### config.mk
export PLATFORM = sky130hd
export DESIGN_NAME = video_frame_capture
export DESIGN_NICKNAME = d
export VERILOG_FILES = /design/src/rtl/video_frame_capture.sv
export SDC_FILE = /design/constraint.sdc
export NUM_CORES = 1
export LEC_CHECK = 0
export CAP_MARGIN = 40
export CORE_MARGIN = 2
export CORE_UTILIZATION = 50
export DETAILED_ROUTE_END_ITERATION = 16
export GPL_ROUTABILITY_DRIVEN = 0
export PLACE_DENSITY = 0.79
export RECOVER_POWER = 25
export SLEW_MARGIN = 20
export SYNTH_ARGS = -nofsm -noshare
export SYNTH_HDL_FRONTEND = slang
export SYNTH_SLANG_ARGS = --single-unit
### constraint.sdc
create_clock -name clk -period 7.8 [get_ports clk]
set_clock_uncertainty 0.2 [all_clocks]
set_input_delay 1.17 -clock clk [delete_from_list [all_inputs] [get_ports clk]]
set_output_delay 1.17 -clock clk [all_outputs]
set_load 0.01 [all_outputs]
### src/rtl/video_frame_capture.sv
// rtl/video_frame_capture.sv - raster stream sink: frame lock, linear frame-buffer writes, geometry checks
module video_frame_capture #(
  parameter string MODE        = "GRAYSCALE",
  parameter int    IMG_WIDTH   = 640,
  parameter int    IMG_HEIGHT  = 480,
  parameter int    PIXEL_WIDTH = 8,
  parameter int    ADDR_WIDTH  = 19
) (
  input  logic                     clk,
  input  logic                     rst_n,
  input  logic                     i_enable,
  input  logic                     i_err_clr,
  input  logic                     i_vsync,
  input  logic                     i_hsync,
  input  logic                     i_data_valid,
  input  logic [PIXEL_WIDTH-1:0]   i_data_r,
  input  logic [PIXEL_WIDTH-1:0]   i_data_g,
  input  logic [PIXEL_WIDTH-1:0]   i_data_b,
  output logic                     o_wr_en,
  output logic [ADDR_WIDTH-1:0]    o_wr_addr,
  output logic [3*PIXEL_WIDTH-1:0] o_wr_data,
  output logic                     o_frame_done,
  output logic [15:0]              o_frame_cnt,
  output logic                     o_busy,
  output logic [3:0]               o_err_flags
);

  localparam int CW = 16;
  localparam bit RGB_MODE = (MODE == "RGB");
  localparam logic [CW-1:0] W_C = CW'(IMG_WIDTH);
  localparam logic [CW-1:0] H_C = CW'(IMG_HEIGHT);
  localparam logic [ADDR_WIDTH-1:0] LINE_STEP = ADDR_WIDTH'(IMG_WIDTH);

  typedef enum logic [1:0] {IDLE, SYNC, ARMED, CAPTURE} state_t;

  state_t                   state_q, state_d;
  logic                     vsync_q, valid_q;
  logic [CW-1:0]            x_q, x_d, y_q, y_d;
  logic [ADDR_WIDTH-1:0]    addr_q, addr_d, base_q, base_d;
  logic                     wr_en_q, wr_en_d;
  logic [ADDR_WIDTH-1:0]    wr_addr_q, wr_addr_d;
  logic [3*PIXEL_WIDTH-1:0] wr_data_q, wr_data_d;
  logic                     frame_done_q, frame_done_d;
  logic [15:0]              frame_cnt_q, frame_cnt_d;
  logic [3:0]               err_q, err_d, err_set;

  logic          vs_rise, vs_fall, val_fall, line_end;
  logic [CW-1:0] x_inc, y_inc, lines_seen;

  always_comb begin
    state_d      = state_q;
    x_d          = x_q;
    y_d          = y_q;
    addr_d       = addr_q;
    base_d       = base_q;
    wr_en_d      = 1'b0;
    wr_addr_d    = wr_addr_q;
    wr_data_d    = wr_data_q;
    frame_done_d = 1'b0;
    frame_cnt_d  = frame_cnt_q;
    err_set      = 4'b0000;

    vs_rise    = i_vsync & ~vsync_q;
    vs_fall    = ~i_vsync & vsync_q;
    val_fall   = ~i_data_valid & valid_q;
    line_end   = (state_q == CAPTURE) & val_fall;
    // Saturating counters keep a runaway stream from wrapping back into range.
    x_inc      = (x_q == '1) ? x_q : x_q + 1'b1;
    y_inc      = (y_q == '1) ? y_q : y_q + 1'b1;
    lines_seen = line_end ? y_inc : y_q;

    if (i_data_valid && (i_vsync || i_hsync) && state_q != IDLE) err_set[2] = 1'b1;

    case (state_q)
      IDLE: begin
        if (i_enable) state_d = SYNC;
      end
      SYNC: begin
        if (!i_enable)    state_d = IDLE;
        else if (i_vsync) state_d = ARMED;
      end
      ARMED: begin
        x_d    = '0;
        y_d    = '0;
        addr_d = '0;
        base_d = '0;
        if (!i_enable)    state_d = IDLE;
        else if (vs_fall) state_d = CAPTURE;
      end
      CAPTURE: begin
        if (i_data_valid) begin
          if (x_q < W_C && y_q < H_C) begin
            wr_en_d   = 1'b1;
            wr_addr_d = addr_q;
            wr_data_d = RGB_MODE ? {i_data_r, i_data_g, i_data_b}
                                 : {{(2*PIXEL_WIDTH){1'b0}}, i_data_r};
          end else begin
            err_set[3] = 1'b1;
          end
          x_d    = x_inc;
          addr_d = addr_q + 1'b1;
        end
        if (line_end) begin
          if (x_q != W_C) err_set[0] = 1'b1;
          x_d    = '0;
          y_d    = y_inc;
          base_d = base_q + LINE_STEP;
          addr_d = base_q + LINE_STEP;
        end
        // A line ending in the same cycle as vsync rising still counts here.
        if (vs_rise) begin
          if (lines_seen != H_C) err_set[1] = 1'b1;
          frame_done_d = 1'b1;
          frame_cnt_d  = frame_cnt_q + 16'd1;
          state_d      = i_enable ? ARMED : IDLE;
        end
      end
      default: state_d = IDLE;
    endcase

    err_d = (i_err_clr ? 4'b0000 : err_q) | err_set;
  end

  always_ff @(posedge clk or negedge rst_n) begin
    if (!rst_n) begin
      state_q      <= IDLE;
      vsync_q      <= 1'b1;
      valid_q      <= 1'b0;
      x_q          <= '0;
      y_q          <= '0;
      addr_q       <= '0;
      base_q       <= '0;
      wr_en_q      <= 1'b0;
      wr_addr_q    <= '0;
      wr_data_q    <= '0;
      frame_done_q <= 1'b0;
      frame_cnt_q  <= '0;
      err_q        <= '0;
    end else begin
      state_q      <= state_d;
      vsync_q      <= i_vsync;
      valid_q      <= i_data_valid;
      x_q          <= x_d;
      y_q          <= y_d;
      addr_q       <= addr_d;
      base_q       <= base_d;
      wr_en_q      <= wr_en_d;
      wr_addr_q    <= wr_addr_d;
      wr_data_q    <= wr_data_d;
      frame_done_q <= frame_done_d;
      frame_cnt_q  <= frame_cnt_d;
      err_q        <= err_d;
    end
  end

  assign o_wr_en      = wr_en_q;
  assign o_wr_addr    = wr_addr_q;
  assign o_wr_data    = wr_data_q;
  assign o_frame_done = frame_done_q;
  assign o_frame_cnt  = frame_cnt_q;
  assign o_busy       = (state_q == CAPTURE);
  assign o_err_flags  = err_q;

endmodule

==> results.md <==
* Status: complete, but fails checks
* Violated checks: max-capacitance violations, max-slew violations
* CTS Sinks at 116
* # DRC at 0
* Most common cell after layout, fill and taps aside: dfrtp_1
* Crit path capture type: async pin
* Netlist cell types at 60
* Htree depth at 4
* Cts hold-fix bufs at 0
* CTS tree: yes
* Ant diodes at 0
* Largest net degree at the start of global routing at 47
* #FFs+latches synth at 116
* Synthesized area at 0.005972 sq mm
* Placement Setup Slack at 3.665 ns
* Critical path cell sequence: clkbuf_1 > clkbuf_1
* Most frequent cells in the layout: 115 x dfrtp_1, 67 x nand2_1, 61 x clkdlybuf4s50_1, 56 x o21ai_0, 38 x nor2_1
* Total Nets Final at 707
* CTS buffer count at 17
* Ys Warns at 0
* Initial antenna violation count at 0
* Hold Crit Class: reg -> reg
* Die H at 113.3 um
* Sw frac at 0.2793
* Detailed Route Iter0 Violations at 512
* Async S/R FF share, synth at 1.000
* Peak supply drop at 0.0001665 V
* Core area at 0.01152 sq mm
* WL per Instance at 17.10 um
* Worst Tran Pin Value at 2.389 ns
* Hold Vio Cnt, Final at 0
* EDFF count, synth at 0
* Most used cell, CP: clkbuf_1
* Die X-Extent at 113.3 um
* # fillers at 919
* Synth Flop Type: dfrtp_1
* Final setup viols at 0
* Critical Path Source Type: primary input
* # IOs at 97
* Setup TNS at 0 ns
* Layout cells sized above 1 at 0.08053
* Postcts setup bufs at 0
* Reg clk slew, reported paths at 0.05 ns
* Worst path arrival time at 4.21 ns
* Comb pwr share at 0.178
* Vias per cell at 5.936
* Clock group share of total power at 0.423
* Min Tclk post-route at 4.197 ns
* 1st-pass router iterations at 5
* Initial Utilization at 0.5186
* Vias in the first global route at 4,823
* CTS resizes at 0
* P_leak at 3.130 nW
* CP Max Fanout at 43
* Crit path kind: in -> async
* DRT Wirelength at 14,120 um
* Port bufs at 64
* Hold path cells at 1
* Worst-Skew Late Latency at 0.42 ns
* RSZ-0062 raised after global routing: no
* CP max-delay cell: clkbuf_1
* Fmax at 238.3 MHz
* Post-DRT Antenna Nets at 0
* Via count at 4,903
* Relative slew margins at -0.5928
* Clock tree root buffer cell: clkbuf_16
* First-pass GRT wire length at 23,540 um
* GRT Overall Usage at 0.2309
* Area of the die at 0.01283 sq mm
* Placed cell area at 0.006648 sq mm
* Syn Inst Count at 610
* Max Slew Vio Count at 73
* Max-cap violations at 2
* Area delta synth->final at 21.71%
* Remaining global-route overflow at 0
* Psw at 0.5319 mW
* HPWL after DPL at 9325 um
* Required @ worst endpoint at 7.81 ns
* Sequential power share at 0.399
* Power Dens Cells at 262.1 mW/mm^2
* Final WS setup at 3.603 ns
* Crit path depth at 2
* Syn Area/Cell at 9.790 sq um
* Sequential fraction of the synthesis area at 0.4863
* Largest stage delay, worst path at 1.67 ns
* Delay-heaviest family, CP: buffers and inverters
* # rows at 39
* Final worst path period share at 0.5381
* Clock buffer depth at 2
* Bufs and invs on worst path at 2
* Internal Power at 1.373 mW
* Worst r2r path cells at 6
* Final Cell Area at 0.007268 sq mm
[cell families after synthesis]
kind of cell | share of synthesized area
AO/OA/AOI/OAI | 0.1381
XOR/XNOR | 0.06306
adder cells (fa/ha/maj) | 0.01257
buffers and inverters | 0.05405
flip-flops | 0.4863
multiplexers | 0.05804
other | 0.0006279
AND/OR/NAND/NOR | 0.1873
[final cells by class]
| cell class | instances | area (sq um) | share of cell area |
|---|---|---|---|
| flip-flops and latches | 116 | 2904 | 0.3996 |
| multi-input cells | 447 | 2801 | 0.3854 |
| repair buffers | 70 | 703.2 | 0.09675 |
| clock buffers | 23 | 488.0 | 0.06714 |
| well taps | 143 | 178.9 | 0.02462 |
| clock inverters | 9 | 125.1 | 0.01721 |
| inverters | 18 | 67.56 | 0.009296 |
[power by group through the flow]
| stage | clock network (mW) | logic (mW) | registers, mW |
|---|---|---|---|
| floorplan | 0 | 0.196 | 0.751 |
| global placement | 0 | 0.324 | 0.762 |
| detailed placement | 0 | 0.338 | 0.768 |
| CTS | 0.811 | 0.342 | 0.759 |
| global route | 0.838 | 0.374 | 0.776 |
| finish | 0.805 | 0.340 | 0.760 |
[routing by layer]
layer,part of all wire,vias to the layer above,track usage
li1,-,2286,-
met1,0.42,2435,0.2921
met2,0.50,151,0.3768
met3,0.055,31,0.05731
met4,0.023,0,0.1033
met5,0,-,0
[worst paths after layout]
check | end | slack (ns) | from
max reg2reg | o_err_flags[1] | 4.68 | state_q[0]
max | addr_q[2] | 3.60 | rst_n
min | o_frame_cnt[15] | 0.27 | o_frame_cnt[15]
min reg2reg | o_frame_cnt[15] | 0.27 | o_frame_cnt[15]
min in group asynchronous | o_frame_cnt[6] | 1.27 | rst_n
max in group clk | o_err_flags[1] | 4.00 | i_data_valid
[stage by stage]
| stage | util | cells | power [mW] | hold slack [ns] |
|---|---|---|---|---|
| after global placement | 0.5749 | 792 | 1.086 | 0.2614 |
| after floorplan | - | 625 | 0.9470 | 0.2668 |
| after CTS | 0.6305 | 825 | 1.913 | 0.2732 |
| after detailed placement | 0.5772 | 793 | 1.106 | 0.2617 |
| after global routing | 0.6311 | 826 | 1.987 | 0.2944 |
| final | 0.6311 | 826 | 1.905 | 0.2667 |
[registers in the layout (all words and copies together), names as in the netlist, 2 cells and up]
| name | flops |
|---|---|
| base_q | 12 |
| x_q | 16 |
| o_frame_cnt | 16 |
| o_wr_addr | 19 |
| addr_q | 19 |
| y_q | 16 |
| state_q | 2 |
| o_err_flags | 4 |
| o_wr_data | 8 |
[synthesized netlist by cell type (6+ instances only)]
master	n	area [sq um]
xnor2_1	25	219.0
nor2_1	38	142.6
nand3_1	30	150.1
o21ai_0	56	280.3
buf_4	18	135.1
inv_1	18	67.56
a22o_1	8	70.07
ha_1	6	75.07
nor3_1	10	50.05
nor4_1	7	43.79
mux2_2	10	112.6
xor2_1	18	157.7
dfrtp_1	115	2878
nand2_1	67	251.5
a21oi_1	20	100.1
mux2_1	19	214.0
buf_2	6	30.03
nand4_1	24	150.1
o31ai_1	8	60.06
clkbuf_1	17	63.81
and3_1	14	87.58
Note: power is estimated with default switching activity, not from simulation.
